$ cat config.mk
export PLATFORM = sky130hd
export DESIGN_NAME = pipe_stage_reg
export DESIGN_NICKNAME = d
export VERILOG_FILES = /design/src/rtl/pipe_stage_reg_pkg.sv /design/src/rtl/pipe_stage_reg.sv
export SDC_FILE = /design/constraint.sdc
export NUM_CORES = 1
export LEC_CHECK = 0
export BUFFER_PORTS_ARGS = -buffer_cell sky130_fd_sc_hd__buf_2
export CORE_MARGIN = 2
export CORE_UTILIZATION = 42
export DETAILED_ROUTE_END_ITERATION = 7
export PLACE_DENSITY = 0.77
export REMOVE_ABC_BUFFERS = 1
export SYNTH_ARGS = -nofsm -noshare
export SYNTH_HDL_FRONTEND = slang
export SYNTH_SLANG_ARGS = --single-unit
$ cat constraint.sdc
create_clock -name clk -period 1.05 [get_ports clk]
set_input_delay 0.2625 -clock clk [delete_from_list [all_inputs] [get_ports clk]]
set_output_delay 0.2625 -clock clk [all_outputs]
set_load 0.03 [all_outputs]
$ cat src/rtl/pipe_stage_reg_pkg.sv
// Shared CPU pipeline definitions reused by every inter-stage register (IF/ID, ID/EX, EX/MEM, MEM/WB).
package pipe_stage_reg_pkg;
   localparam logic [31:0] RV_NOP = 32'h0000_0013;
   localparam int          OCC_W  = 2;
   typedef logic [OCC_W-1:0] occ_t;
endpackage

$ cat src/rtl/pipe_stage_reg.sv
// Valid/ready pipeline stage register with bubble injection and flush.
// Define PIPE_STAGE_SKID_EN to add a skid register, which makes in_ready fully registered.
module pipe_stage_reg
   import pipe_stage_reg_pkg::*;
#(
   parameter int              PC_W      = 32,
   parameter int              IR_W      = 32,
   parameter int              SB_W      = 32,
   parameter logic [IR_W-1:0] BUBBLE_IR = IR_W'(RV_NOP)
) (
   input  logic            clk,
   input  logic            sync_rst,
   input  logic            flush,
   input  logic            in_valid,
   output logic            in_ready,
   input  logic [PC_W-1:0] PC_in,
   input  logic [IR_W-1:0] IR_in,
   input  logic [SB_W-1:0] SB_in,
   output logic            out_valid,
   input  logic            out_ready,
   output logic [PC_W-1:0] PC_out,
   output logic [IR_W-1:0] IR_out,
   output logic [SB_W-1:0] SB_out,
   output occ_t            occupancy
);

   logic            r_main_vld;
   logic [PC_W-1:0] r_main_pc;
   logic [IR_W-1:0] r_main_ir;
   logic [SB_W-1:0] r_main_sb;

   logic            w_main_free;
   logic            w_src_vld;
   logic [PC_W-1:0] w_src_pc;
   logic [IR_W-1:0] w_src_ir;
   logic [SB_W-1:0] w_src_sb;

   assign w_main_free = ~r_main_vld | out_ready;

`ifdef PIPE_STAGE_SKID_EN
   logic            r_skid_vld;
   logic [PC_W-1:0] r_skid_pc;
   logic [IR_W-1:0] r_skid_ir;
   logic [SB_W-1:0] r_skid_sb;
   logic            w_skid_load;

   // Reset forces ready high so upstream sees a free stage while reset is held.
   assign in_ready    = ~r_skid_vld | sync_rst;
   assign w_skid_load = ~r_skid_vld & in_valid & r_main_vld & ~out_ready;
   assign occupancy   = OCC_W'(r_main_vld) + OCC_W'(r_skid_vld);

   // A held skid entry is older than anything upstream, so it refills main first.
   assign w_src_vld = r_skid_vld | (in_valid & in_ready);
   assign w_src_pc  = r_skid_vld ? r_skid_pc : PC_in;
   assign w_src_ir  = r_skid_vld ? r_skid_ir : IR_in;
   assign w_src_sb  = r_skid_vld ? r_skid_sb : SB_in;

   always_ff @(posedge clk) begin
      if (sync_rst || flush) begin
         r_skid_vld <= 1'b0;
      end else if (r_skid_vld) begin
         if (out_ready) r_skid_vld <= 1'b0;
      end else if (w_skid_load) begin
         r_skid_vld <= 1'b1;
      end
   end

   always_ff @(posedge clk) begin
      if (w_skid_load) begin
         r_skid_pc <= PC_in;
         r_skid_ir <= IR_in;
         r_skid_sb <= SB_in;
      end
   end
`else
   assign in_ready  = ~r_main_vld | out_ready | sync_rst;
   assign occupancy = OCC_W'(r_main_vld);
   assign w_src_vld = in_valid & in_ready;
   assign w_src_pc  = PC_in;
   assign w_src_ir  = IR_in;
   assign w_src_sb  = SB_in;
`endif

   // Empty main holds the bubble values so outputs come straight from flops.
   always_ff @(posedge clk) begin
      if (sync_rst || flush) begin
         r_main_vld <= 1'b0;
         r_main_pc  <= '0;
         r_main_ir  <= BUBBLE_IR;
         r_main_sb  <= '0;
      end else if (w_main_free) begin
         if (w_src_vld) begin
            r_main_vld <= 1'b1;
            r_main_pc  <= w_src_pc;
            r_main_ir  <= w_src_ir;
            r_main_sb  <= w_src_sb;
         end else begin
            r_main_vld <= 1'b0;
            r_main_pc  <= '0;
            r_main_ir  <= BUBBLE_IR;
            r_main_sb  <= '0;
         end
      end
   end

   assign out_valid = r_main_vld;
   assign PC_out    = r_main_pc;
   assign IR_out    = r_main_ir;
   assign SB_out    = r_main_sb;

endmodule
# After elaboration in Yosys (flattened, before gate mapping)

Cells that the tools add are included.

Multipliers: 0
Multiplexer cells: 4
Bitwise operators: 4
Equality and inequality tests: 0
Reduce and logical (&&, ||, !) cells: 1
Divide/modulo/power cells: 0
$lt $le $gt $ge: 0
Add/sub/neg operators: 0
Shift-type cells: 0

Operator list:

| kind             | count |
|---|---|
| $mux 32          | 3 |
| $or 1x1->1       | 2 |
| $and 1x1->1      | 1 |
| $logic_or 1x1->1 | 1 |
| $mux 1           | 1 |
| $not 1->1        | 1 |

Flip-flop bits (word level): 97
Memory bits (writable): 0
Memories kept: 0
Memory bits (read-only): 0
Bits of input ports: 101
Latch bits: 0

# Logic depth before layout (Yosys ltp)

Gate-level depths: netlist (run 1).

Word-level depth: 5
Gate-level depth with buffers: 6
Depth with buffers taken out: 3

# Worst setup path after synthesis (run 1)

No wires, ideal clock.

Path type: register -> output
From: register r_main_vld, in the netlist out_valid
To: output port in_ready
Cell stages (with the launch flop): 5
Arrival: 1.128 ns
Path buffers: 2
Path slack: -0.340 ns
Data required time: 0.787 ns
Path through: dfxtp_1 nor2b_1 buf_4 buf_6 nand2b_1

Longest elaborated chain between the ends: 3

Ends and longest elaborated chain:

| item                     | line                 | source |
|---|---|---|
| start: declaration       | pipe_stage_reg.sv:27 | `logic r_main_vld;` |
| start signal: assignment | pipe_stage_reg.sv:87 | `r_main_vld <= 1'b0;` |
| start signal: assignment | pipe_stage_reg.sv:93 | `r_main_vld <= 1'b1;` |
| start signal: assignment | pipe_stage_reg.sv:98 | `r_main_vld <= 1'b0;` |
| $not 1->1                | pipe_stage_reg.sv:76 | `assign in_ready = ~r_main_vld \| out_ready \| sync_rst;` |
| $or 1x1->1 (2 in series) | pipe_stage_reg.sv:76 |  |
| end: declaration         | pipe_stage_reg.sv:15 | `output logic in_ready,` |

No other way between the ends.

# Worst setup path in the final report (run 1)

From: register r_main_vld, in the netlist out_valid
To: register r_main_sb[0], in the netlist SB_out[0]

Longest elaborated chain between the ends: 5

Ends and longest elaborated chain:

| item                   | line                                       | source |
|---|---|---|
| $not 1->1 (*)          | pipe_stage_reg.sv:38, pipe_stage_reg.sv:76 |  |
| $or 1x1->1 (*)         | pipe_stage_reg.sv:38, pipe_stage_reg.sv:76 |  |
| $or 1x1->1             | pipe_stage_reg.sv:76                       |  |
| $and 1x1->1            | pipe_stage_reg.sv:78                       | `assign w_src_vld = in_valid & in_ready;` |
| $mux 32                | pipe_stage_reg.sv:92                       | `if (w_src_vld) begin` |
| end signal: assignment | pipe_stage_reg.sv:96                       | `r_main_sb <= w_src_sb;` |
| end: declaration       | pipe_stage_reg.sv:30                       | `logic [SB_W-1:0] r_main_sb;` |

Mark *: on every way between the ends. The rest lies on a longest branch, timed or not.
A chain may end at the register's enable or synchronous reset.

==> results by group, run 1 <==
CTS
  • Num CTS Buffers: 9
  • Clock tree buffer depth: 2
  • Worst skew pair latency: 0.36 ns
  • CTS Hold Bufs: 0
  • Clock transition at path regs: 0.10 ns
  • CTS HTree Levels: 3
  • Clock sinks: 97
  • CTS tree: built
  • Root Buffer: clkbuf_8

Logic synthesis
  • Register bit total from synthesis: 97
  • Async S/R FF share, synth: 0%
  • Synth area leaders: dfxtp_1, a21oi_2, nand3_2, nand2_1, nand3_1
  • Total of warnings raised by yosys: 0
  • Sequential fraction of the synthesis area: 47.1%
  • Mapped Area: 4120 um^2
  • Post-synth EDFFs: 0
  • Syn Area/Cell: 9.39 um^2
  • Synth Flop Type: dfxtp_1
  • Cell count after synthesis: 439
  • Top cell type's share of synthesized area: 47.1%
  • Cell taking the most area after synthesis: dfxtp_1
  • Count of different cell masters after synthesis: 19

Routing
  • Post-Route WL: 15900 um
  • Via count: 4230
  • WL/cell: 19.4 um
  • Post-DRT Antenna Nets: 0
  • First DRT Iteration DRCs: 159
  • Vias per cell: 5.16
  • DRC: 0
  • First drt pass iteration count: 5

Place
  • DP Cell Count: 744
  • GPL Wtd Cong: 0.734
  • IO Port Bufs: 199
  • DP HPWL: 7660 um

Pwr
  • Pwr/cell area: 1090 nW/um^2
  • Peak supply drop: 0.000842 V
  • Static leakage: 3.06 nW

Floorplanning
  • Core ar.: 9640 um^2
  • Starting Density: 42.8%
  • Die Height: 103 um
  • Die ar.: 10600 um^2
  • Boundary pin count: 201
  • Die X: 103 um
  • Row count: 36

Status
  • Status: complete, but fails checks
  • Violated checks: negative setup slack

Critical path
  • Worst Path Arrival: 1.70 ns
  • Crit path capture type: flip-flop
  • Startpoint types: flip-flop
  • CP Max Fanout: 8
  • Slowest cell on crit path: dfxtp_2
  • Worst endpoint required time: 1.33 ns
  • Crit-path cells: buf_4, buf_6, nand2b_4, buf_6, buf_12, buf_12, nand3_4, a21oi_2
  • CP max stage delay: 0.34 ns
  • CP Class: flip-flop to flip-flop

Global routing
  • Total GRT Usage: 26.8%
  • Initial antenna violation count: 0
  • Vias in the first global route: 4272
  • First-pass GRT wire length: 21700 um
  • Largest net degree at the start of global routing: 50
  • Total grt overflow: 0

Timing
  • Final WS setup: -0.369 ns
  • Finish-stage setup viols: 196
  • Final Max Slew Viols: 0
  • Fmax achieved: 0.705 GHz
  • Endpoints failing hold: 0
  • RSZ-0062 raised after global routing: yes
  • Fin crit period: 1.42 ns
  • Worst Skew: 0.0102 ns
  • WHS: 0.137 ns
  • Period utilisation layout: 135%

Hold path
  • Min-delay worst type: input pin to flip-flop

Layout
  • Util after Layout: 78.2%
  • Number of antenna cells inserted: 0
  • Share of cells above drive strength 1: 83.4%
  • Most common cell after layout, fill and taps aside: buf_6
  • Layout Nets: 783
  • Most frequent cells in the layout: buf_6, buf_2, dfxtp_2
  • Area growth syn-to-layout: 82.8%
  • Non-filler cells, final: 820

Flow run
  • # Max-Cap Violations: 0
==> worst max-delay path: cells and delay by family, from the launching register on <==
kind / cells / cell delay [ns]
buffers and inverters: 5 / 0.58
AND/OR/NAND/NOR: 2 / 0.23
AO/OA/AOI/OAI: 1 / 0.19
flip-flops: 1 / 0.34
==> sequential cells by signal (all words and copies together) (netlist names) <==
name and flops:
SB_out 32, out_valid 1, IR_out 32, PC_out 32
==> metrics by stage <==
stage | total power [mW] | worst slack [ns] | setup TNS [ns] | area [um^2]
after floorplan | 4.49 | -4.01 | -329.35 | 3760
after CTS | 8.03 | -0.332 | -29.81 | 7220
after global placement | 4.97 | -0.130 | -6.30 | 5190
final | 8.18 | -0.369 | -30.62 | 7540
after detailed placement | 5.00 | -0.152 | -9.21 | 5190
after global routing | 8.44 | -0.424 | -38.83 | 7540
==> area by class of cell <==
| class | count | area (um^2) |
|---|---|---|
| clock inverters | 5 | 80.1 |
| flip-flops and latches | 97 | 2060 |
| clock buffers | 11 | 131 |
| fillers | 583 | 2100 |
| well taps | 133 | 166 |
| multi-input cells | 296 | 2340 |
| repair buffers | 278 | 2760 |
==> power by group <==
part	total (mW)	internal [mW]	switching (mW)
Clock	2.67	1.34	1.32
Sequential	3.88	3.80	0.0818
Combinational	1.63	0.758	0.872
Total	8.18	5.90	2.28
==> layer usage <==
layer / GRT usage (%) / vias to the layer above / part of all wire (%)
li1: - / 1966 / -
met4: 11.7 / 0 / 2.7
met1: 30.7 / 2048 / 38
met2: 47.3 / 184 / 54
met3: 6.51 / 32 / 5.4
met5: 0 / - / 0
==> cells by family after synthesis <==
| logic type | synth area share (%) |
|---|---|
| AND/OR/NAND/NOR | 26.2 |
| AO/OA/AOI/OAI | 17.9 |
| other | 0.0910 |
| flip-flops | 47.1 |
| buffers and inverters | 8.65 |
==> final timing paths <==
path	from	to	slack, ns	cells after the start
min	PC_in[24]	PC_out[24]$_SDFFE_PP0P_	0.14	3
max reg2reg	out_valid$_SDFFE_PP0P_	SB_out[0]$_SDFFE_PP0P_	-0.37	8
max	out_valid$_SDFFE_PP0P_	SB_out[0]$_SDFFE_PP0P_	-0.37	8
min reg2reg	PC_out[28]$_SDFFE_PP0P_	PC_out[28]$_SDFFE_PP0P_	0.47	2
==> synthesized netlist by cell type (2+ instances only) <==
library cell	number
dfxtp_1	97
nand2_1	93
a21oi_2	69
nand3_1	54
nand3_2	39
a21oi_1	24
buf_2	16
buf_4	10
buf_6	8
clkbuf_1	7
nor2_1	6
buf_8	3
nor3b_1	3
o21ai_0	3
buf_12	2
nand2b_1	2
==> timing repair <==
action | 4_1_cts | 5_1_grt
endpoints found under the setup margin | 196 | 196
hold endpoints to repair | 0 | 0
buffers inserted | 28 | 21
pin swaps | 102 | 36
gates resized for setup | 395 | 41
gates cloned | 14 | 3
Note: power is estimated with default switching activity, not from simulation.
==> inputs of run 2 (changes only) <==
--- a/config.mk
+++ b/config.mk
@@ -6,10 +6,12 @@
 export NUM_CORES = 1
 export LEC_CHECK = 0
 export BUFFER_PORTS_ARGS = -buffer_cell sky130_fd_sc_hd__buf_2
+export CELL_PAD_IN_SITES_DETAIL_PLACEMENT = 0
+export CELL_PAD_IN_SITES_GLOBAL_PLACEMENT = 1
 export CORE_MARGIN = 2
-export CORE_UTILIZATION = 42
+export CORE_UTILIZATION = 30
 export DETAILED_ROUTE_END_ITERATION = 7
-export PLACE_DENSITY = 0.77
+export PLACE_DENSITY_LB_ADDON = 0.1
 export REMOVE_ABC_BUFFERS = 1
 export SYNTH_ARGS = -nofsm -noshare
 export SYNTH_HDL_FRONTEND = slang
==> results by group, run 2 (synthesized netlist as in run 1, its figures left out) <==
Layout
  • Number of antenna cells inserted: 0
  • Layout Nets: 769
  • Share of cells above drive strength 1: 74.6%
  • Most frequent cells in the layout: buf_6, buf_2, dfxtp_2
  • Non-filler cells, final: 849
  • Most common cell after layout, fill and taps aside: buf_6
  • Area growth syn-to-layout: 71.8%

Routing
  • WL/cell: 16.1 um
  • Vias per cell: 4.68
  • First drt pass iteration count: 4
  • Post-DRT Antenna Nets: 0
  • Via count: 3970
  • Post-Route WL: 13700 um
  • First DRT Iteration DRCs: 207
  • WL met1: 6440 um
  • Top routing layer in use: met4
  • Routed met2 length: 6100 um
  • Routed length on met3: 989 um
  • DRC: 0

Timing
  • Finish-stage setup viols: 196
  • Fmax achieved: 0.747 GHz
  • Final WS setup: -0.289 ns
  • Endpoints failing hold: 0
  • Setup TNS: -22.26 ns
  • Period utilisation layout: 127%
  • Final Max Slew Viols: 0
  • RSZ-0062 raised after global routing: yes
  • Fin crit period: 1.34 ns
  • Worst Skew: 0.00392 ns

Critical path
  • Crit-path cells: nor2b_4, nand2b_4, buf_6
  • CP max stage delay: 0.34 ns
  • CP Max Fanout: 2
  • Worst Path Arrival: 1.08 ns
  • CP Class: flip-flop to primary output
  • Startpoint types: flip-flop
  • Slowest cell on crit path: dfxtp_2
  • Worst endpoint required time: 0.79 ns
  • Crit path capture type: primary output

Place
  • IO Port Bufs: 199
  • DP Cell Count: 792
  • GPL Wtd Cong: 0.729
  • DP HPWL: 7940 um

CTS
  • Clock tree buffer depth: 2
  • Num CTS Buffers: 9
  • Root Buffer: clkbuf_16
  • CTS Hold Bufs: 0
  • Clock transition at path regs: 0.07 ns
  • CTS HTree Levels: 3
  • CTS tree: built
  • Worst skew pair latency: 0.34 ns
  • Clock sinks: 97

Pwr
  • Pwr/cell area: 1290 nW/um^2
  • Static leakage: 2.90 nW
  • Peak supply drop: 0.000656 V
  • Tot Pwr: 9.11 mW

Floorplanning
  • Core ar.: 13300 um^2
  • Die Height: 121 um
  • Die X: 121 um
  • Boundary pin count: 201
  • Die ar.: 14700 um^2
  • Starting Density: 30.9%
  • Row count: 42

Global routing
  • First-pass GRT wire length: 18900 um
  • Largest net degree at the start of global routing: 49
  • Vias in the first global route: 3701
  • Initial antenna violation count: 0
  • Total grt overflow: 0
  • Total GRT Usage: 16.4%

Status
  • Status: complete, but fails checks
  • Violated checks: negative setup slack

Hold path
  • Min-delay worst type: input pin to flip-flop

Flow run
  • # Max-Cap Violations: 0
-- run 2: path summary, 6_finish.rpt --
| path | start | end | slack, ns | cells past startpoint |
|---|---|---|---|---|
| setup / recovery | out_valid$_SDFFE_PP0P_ | in_ready | -0.29 | 3 |
| setup reg to reg | out_valid$_SDFFE_PP0P_ | PC_out[26]$_SDFFE_PP0P_ | -0.27 | 7 |
| hold reg to reg | SB_out[10]$_SDFFE_PP0P_ | SB_out[10]$_SDFFE_PP0P_ | 0.46 | 2 |
| hold / removal | PC_in[1] | PC_out[1]$_SDFFE_PP0P_ | 0.16 | 3 |
-- run 2: final cells by class --
class | instances | area, um^2
flip-flops and latches | 97 | 2060
clock inverters | 5 | 103
well taps | 176 | 220
multi-input cells | 297 | 1930
clock buffers | 11 | 243
fillers | 1258 | 6270
repair buffers | 263 | 2520
-- run 2: critical path: cells and delay by family (launching register included) --
kind	cells	cell delay (ns)
flip-flops	1	0.34
AND/OR/NAND/NOR	2	0.26
buffers and inverters	1	0.13
-- run 2: power by group --
group | total (mW) | internal [mW] | switching (mW)
clock | 3.82 | 2.39 | 1.43
sequential | 3.87 | 3.80 | 0.0732
combinational | 1.41 | 0.662 | 0.746
total | 9.11 | 6.85 | 2.25
-- run 2: stage by stage --
step           hold slack, ns  instance area, um^2  utilization (%)  setup WS, ns
2_1_floorplan           0.376                 3760                -         -4.01
3_3_place_gp            0.437                 5290             39.7        -0.140
3_5_place_dp            0.444                 5290             39.7        -0.151
4_1_cts                 0.147                 6540             49.0        -0.295
5_1_grt                 0.156                 7080             53.0        -0.344
6_report                0.160                 7080             53.0        -0.289
-- run 2: metal layers --
layer	GRT usage [%]	vias up
met5	0	-
met4	6.03	0
li1	-	1942
met1	22.5	1866
met2	24.8	150
met3	4.37	12
-- run 2: timing repair --
| action | CTS | global route |
|---|---|---|
| pin swaps | 0 | 7 |
| endpoints found under the hold margin | 0 | 0 |
| setup buffers | 10 | 18 |
| gates cloned | 1 | 13 |
| resized for setup | 308 | 23 |
| setup endpoints to repair | 195 | 196 |
==> inputs of run 3 (changes only) <==
--- a/config.mk
+++ b/config.mk
@@ -5,14 +5,16 @@
 export SDC_FILE = /design/constraint.sdc
 export NUM_CORES = 1
 export LEC_CHECK = 0
+export ABC_AREA = 1
 export BUFFER_PORTS_ARGS = -buffer_cell sky130_fd_sc_hd__buf_2
 export CELL_PAD_IN_SITES_DETAIL_PLACEMENT = 0
 export CELL_PAD_IN_SITES_GLOBAL_PLACEMENT = 1
 export CORE_MARGIN = 2
-export CORE_UTILIZATION = 30
+export CORE_UTILIZATION = 27
 export DETAILED_ROUTE_END_ITERATION = 7
 export PLACE_DENSITY_LB_ADDON = 0.1
 export REMOVE_ABC_BUFFERS = 1
+export SETUP_SLACK_MARGIN = 0.2
 export SYNTH_ARGS = -nofsm -noshare
 export SYNTH_HDL_FRONTEND = slang
 export SYNTH_SLANG_ARGS = --single-unit
==> results by group, run 3 <==
Status
  • Status: complete, but fails checks
  • Violated checks: negative setup slack

Pwr
  • Pwr/cell area: 1220 nW/um^2
  • Peak supply drop: 0.00100 V
  • Part of the power in registers: 45.1%
  • P_sw: 2.19 mW
  • P_int: 6.41 mW
  • Tot Pwr: 8.60 mW
  • Combinational power share: 16.3%
  • Clock share of power: 38.6%
  • Switching share of total power: 25.4%
  • Static leakage: 3.04 nW

Timing
  • Fmax achieved: 0.716 GHz
  • WHS: 0.162 ns
  • RSZ-0062 raised after global routing: yes
  • Final Max Slew Viols: 0
  • Worst Skew: 0.00529 ns
  • Finish-stage setup viols: 196
  • Endpoints failing hold: 0
  • Period utilisation layout: 133%
  • Fin crit period: 1.40 ns
  • Final WS setup: -0.347 ns

Logic synthesis
  • Mux contribution to synthesized area: 0%
  • Register bit total from synthesis: 97
  • Compound-Gate Fraction of Synth Area: 13.1%
  • Synth Flop Type: dfxtp_1
  • Most frequent cells after synthesis: nand2_1, dfxtp_1, a21oi_1, nand3_1, buf_2
  • Syn Area/Cell: 8.02 um^2
  • Mapped Area: 3560 um^2
  • Sequential fraction of the synthesis area: 54.5%
  • Cell taking the most area after synthesis: dfxtp_1
  • Synth area leaders: dfxtp_1, a21oi_1, nand3_1, nand2_1, buf_2
  • Total of warnings raised by yosys: 0
  • Post-synthesis simple-gate area fraction: 25.4%
  • Top cell type's share of synthesized area: 54.5%
  • Cell count after synthesis: 444
  • Most numerous cell in the Yosys netlist: nand2_1
  • Async S/R FF share, synth: 0%
  • Post-Synth Adder-Cell Area: 0%
  • Post-synth EDFFs: 0
  • Post-synthesis xor/xnor area fraction: 0%
  • Largest family of logic cells by synthesized area: simple AND/OR/NAND/NOR gates
  • Count of different cell masters after synthesis: 15

Routing
  • DRC: 0
  • Vias per cell: 4.65
  • Post-Route WL: 14400 um
  • First DRT Iteration DRCs: 170
  • Post-DRT Antenna Nets: 0
  • Via count: 4039
  • First drt pass iteration count: 6
  • WL/cell: 16.6 um

Place
  • IO Port Bufs: 199
  • DP HPWL: 7580 um
  • GPL Wtd Cong: 0.693

Hold path
  • Min-delay worst type: input pin to flip-flop

Layout
  • Reg area: 2070 um^2
  • Fillers: 1186
  • Area growth syn-to-layout: 97.3%
  • Most frequent cells in the layout: buf_6, buf_2, dfxtp_2
  • Share of cells above drive strength 1: 66.3%
  • Layout Nets: 792
  • Area of the multi-input gates: 1610 um^2
  • Most common cell after layout, fill and taps aside: buf_6

Critical path
  • Crit path capture type: primary output
  • CP Class: flip-flop to primary output
  • Worst reg2reg endpoint: IR_out[14]$_SDFFE_PP0P_
  • CP Launch Point: out_valid$_SDFFE_PP0P_
  • Reg-to-reg startpoint: out_valid$_SDFFE_PP0P_
  • Startpoint types: flip-flop
  • R2R cell count: 7
  • CP Max Fanout: 2
  • Worst endpoint required time: 0.79 ns
  • Crit path capture: in_ready
  • Worst Path Arrival: 1.13 ns
  • R2r setup slk: -0.32 ns

Floorplanning
  • Row count: 41
  • Boundary pin count: 201
  • Core ar.: 12800 um^2
  • Die X: 119 um
  • Starting Density: 27.9%
  • Die ar.: 14100 um^2
  • Die Height: 119 um

CTS
  • Clock sinks: 97
  • CTS HTree Levels: 3
  • Root Buffer: clkbuf_16
  • Num CTS Buffers: 9
  • CTS tree: built
  • Clock tree buffer depth: 2
  • CTS Hold Bufs: 0
  • Clock transition at path regs: 0.07 ns
  • Worst skew pair latency: 0.35 ns

Global routing
  • Initial antenna violation count: 2
  • Total GRT Usage: 19.7%
  • Largest net degree at the start of global routing: 50
  • First-pass GRT wire length: 21300 um
  • Total grt overflow: 0
  • Vias in the first global route: 3768

Flow run
  • # Max-Cap Violations: 0
==> run 3: through the flow <==
stage	setup WS, ns	utilization (%)	setup TNS, ns	cell area (um^2)	cells
2_1_floorplan	-1.40	-	-118.62	3340	401
3_3_place_gp	-0.192	37.3	-15.60	4770	788
3_5_place_dp	-0.228	37.3	-16.59	4770	788
4_1_cts	-0.366	51.1	-29.91	6530	837
5_1_grt	-0.393	55.0	-38.60	7020	868
6_report	-0.347	55.0	-29.42	7030	869
==> run 3: per-layer routing <==
layer  global-route usage (%)  vias up  routed length (um)
met3                     7.85       15                1140
met1                     25.2     1887                6240
met2                     31.2      142                6870
li1                         -     1995                   -
met5                        0        -                   0
met4                     4.54        0                 189
==> run 3: logic make-up (layout without fill, tap and decap cells) <==
kind of cell    after synthesis  count (layout)
flops                        97              97
compound gates               93              93
other cells                   1               3
buf+inv                      49             300
simple gates                204             204
==> run 3: how the worst min path moves through the flow <==
stage                            startpoint                       to  slack, ns  depth (start not counted)
floorplan                          in_valid   out_valid$_SDFFE_PP0P_       0.38                          2
finish                            SB_in[19]  SB_out[19]$_SDFFE_PP0P_       0.16                          3
global placement    SB_out[22]$_SDFFE_PP0P_  SB_out[22]$_SDFFE_PP0P_       0.45                          2
detailed placement   PC_out[0]$_SDFFE_PP0P_   PC_out[0]$_SDFFE_PP0P_       0.45                          2
global route                      SB_in[15]  SB_out[15]$_SDFFE_PP0P_       0.15                          3
CTS                               PC_in[30]  PC_out[30]$_SDFFE_PP0P_       0.15                          3
==> run 3: final cells by class <==
type	count	area share, %
diodes	2	0.0712
clock buffers	14	4.19
clock inverters	1	0.107
inverters	6	0.321
multi-input cells	298	22.9
flip-flops and latches	97	29.4
well taps	172	3.06
repair buffers	279	39.9
==> run 3: power by group through the flow <==
| stage | clock, mW | sequential [mW] | combinational [mW] |
|---|---|---|---|
| CTS | 3.44 | 3.87 | 1.30 |
| finish | 3.32 | 3.88 | 1.40 |
| detailed placement | 0 | 3.92 | 0.968 |
| global placement | 0 | 3.91 | 0.960 |
| floorplan | 0 | 4.12 | 0.258 |
| global route | 3.61 | 3.88 | 1.50 |
==> run 3: timing repair <==
item,4_1_cts,5_1_grt
buffers inserted,19,27
cloned,15,3
setup endpoints to repair,196,196
gates resized for setup,338,62
pin swaps,9,58
==> run 3: worst max-delay path: stages, from the launching register on <==
cell,delay (ns)
dfxtp_4,0.36
nand2_4,0.06
or2_4,0.23
buf_6,0.14
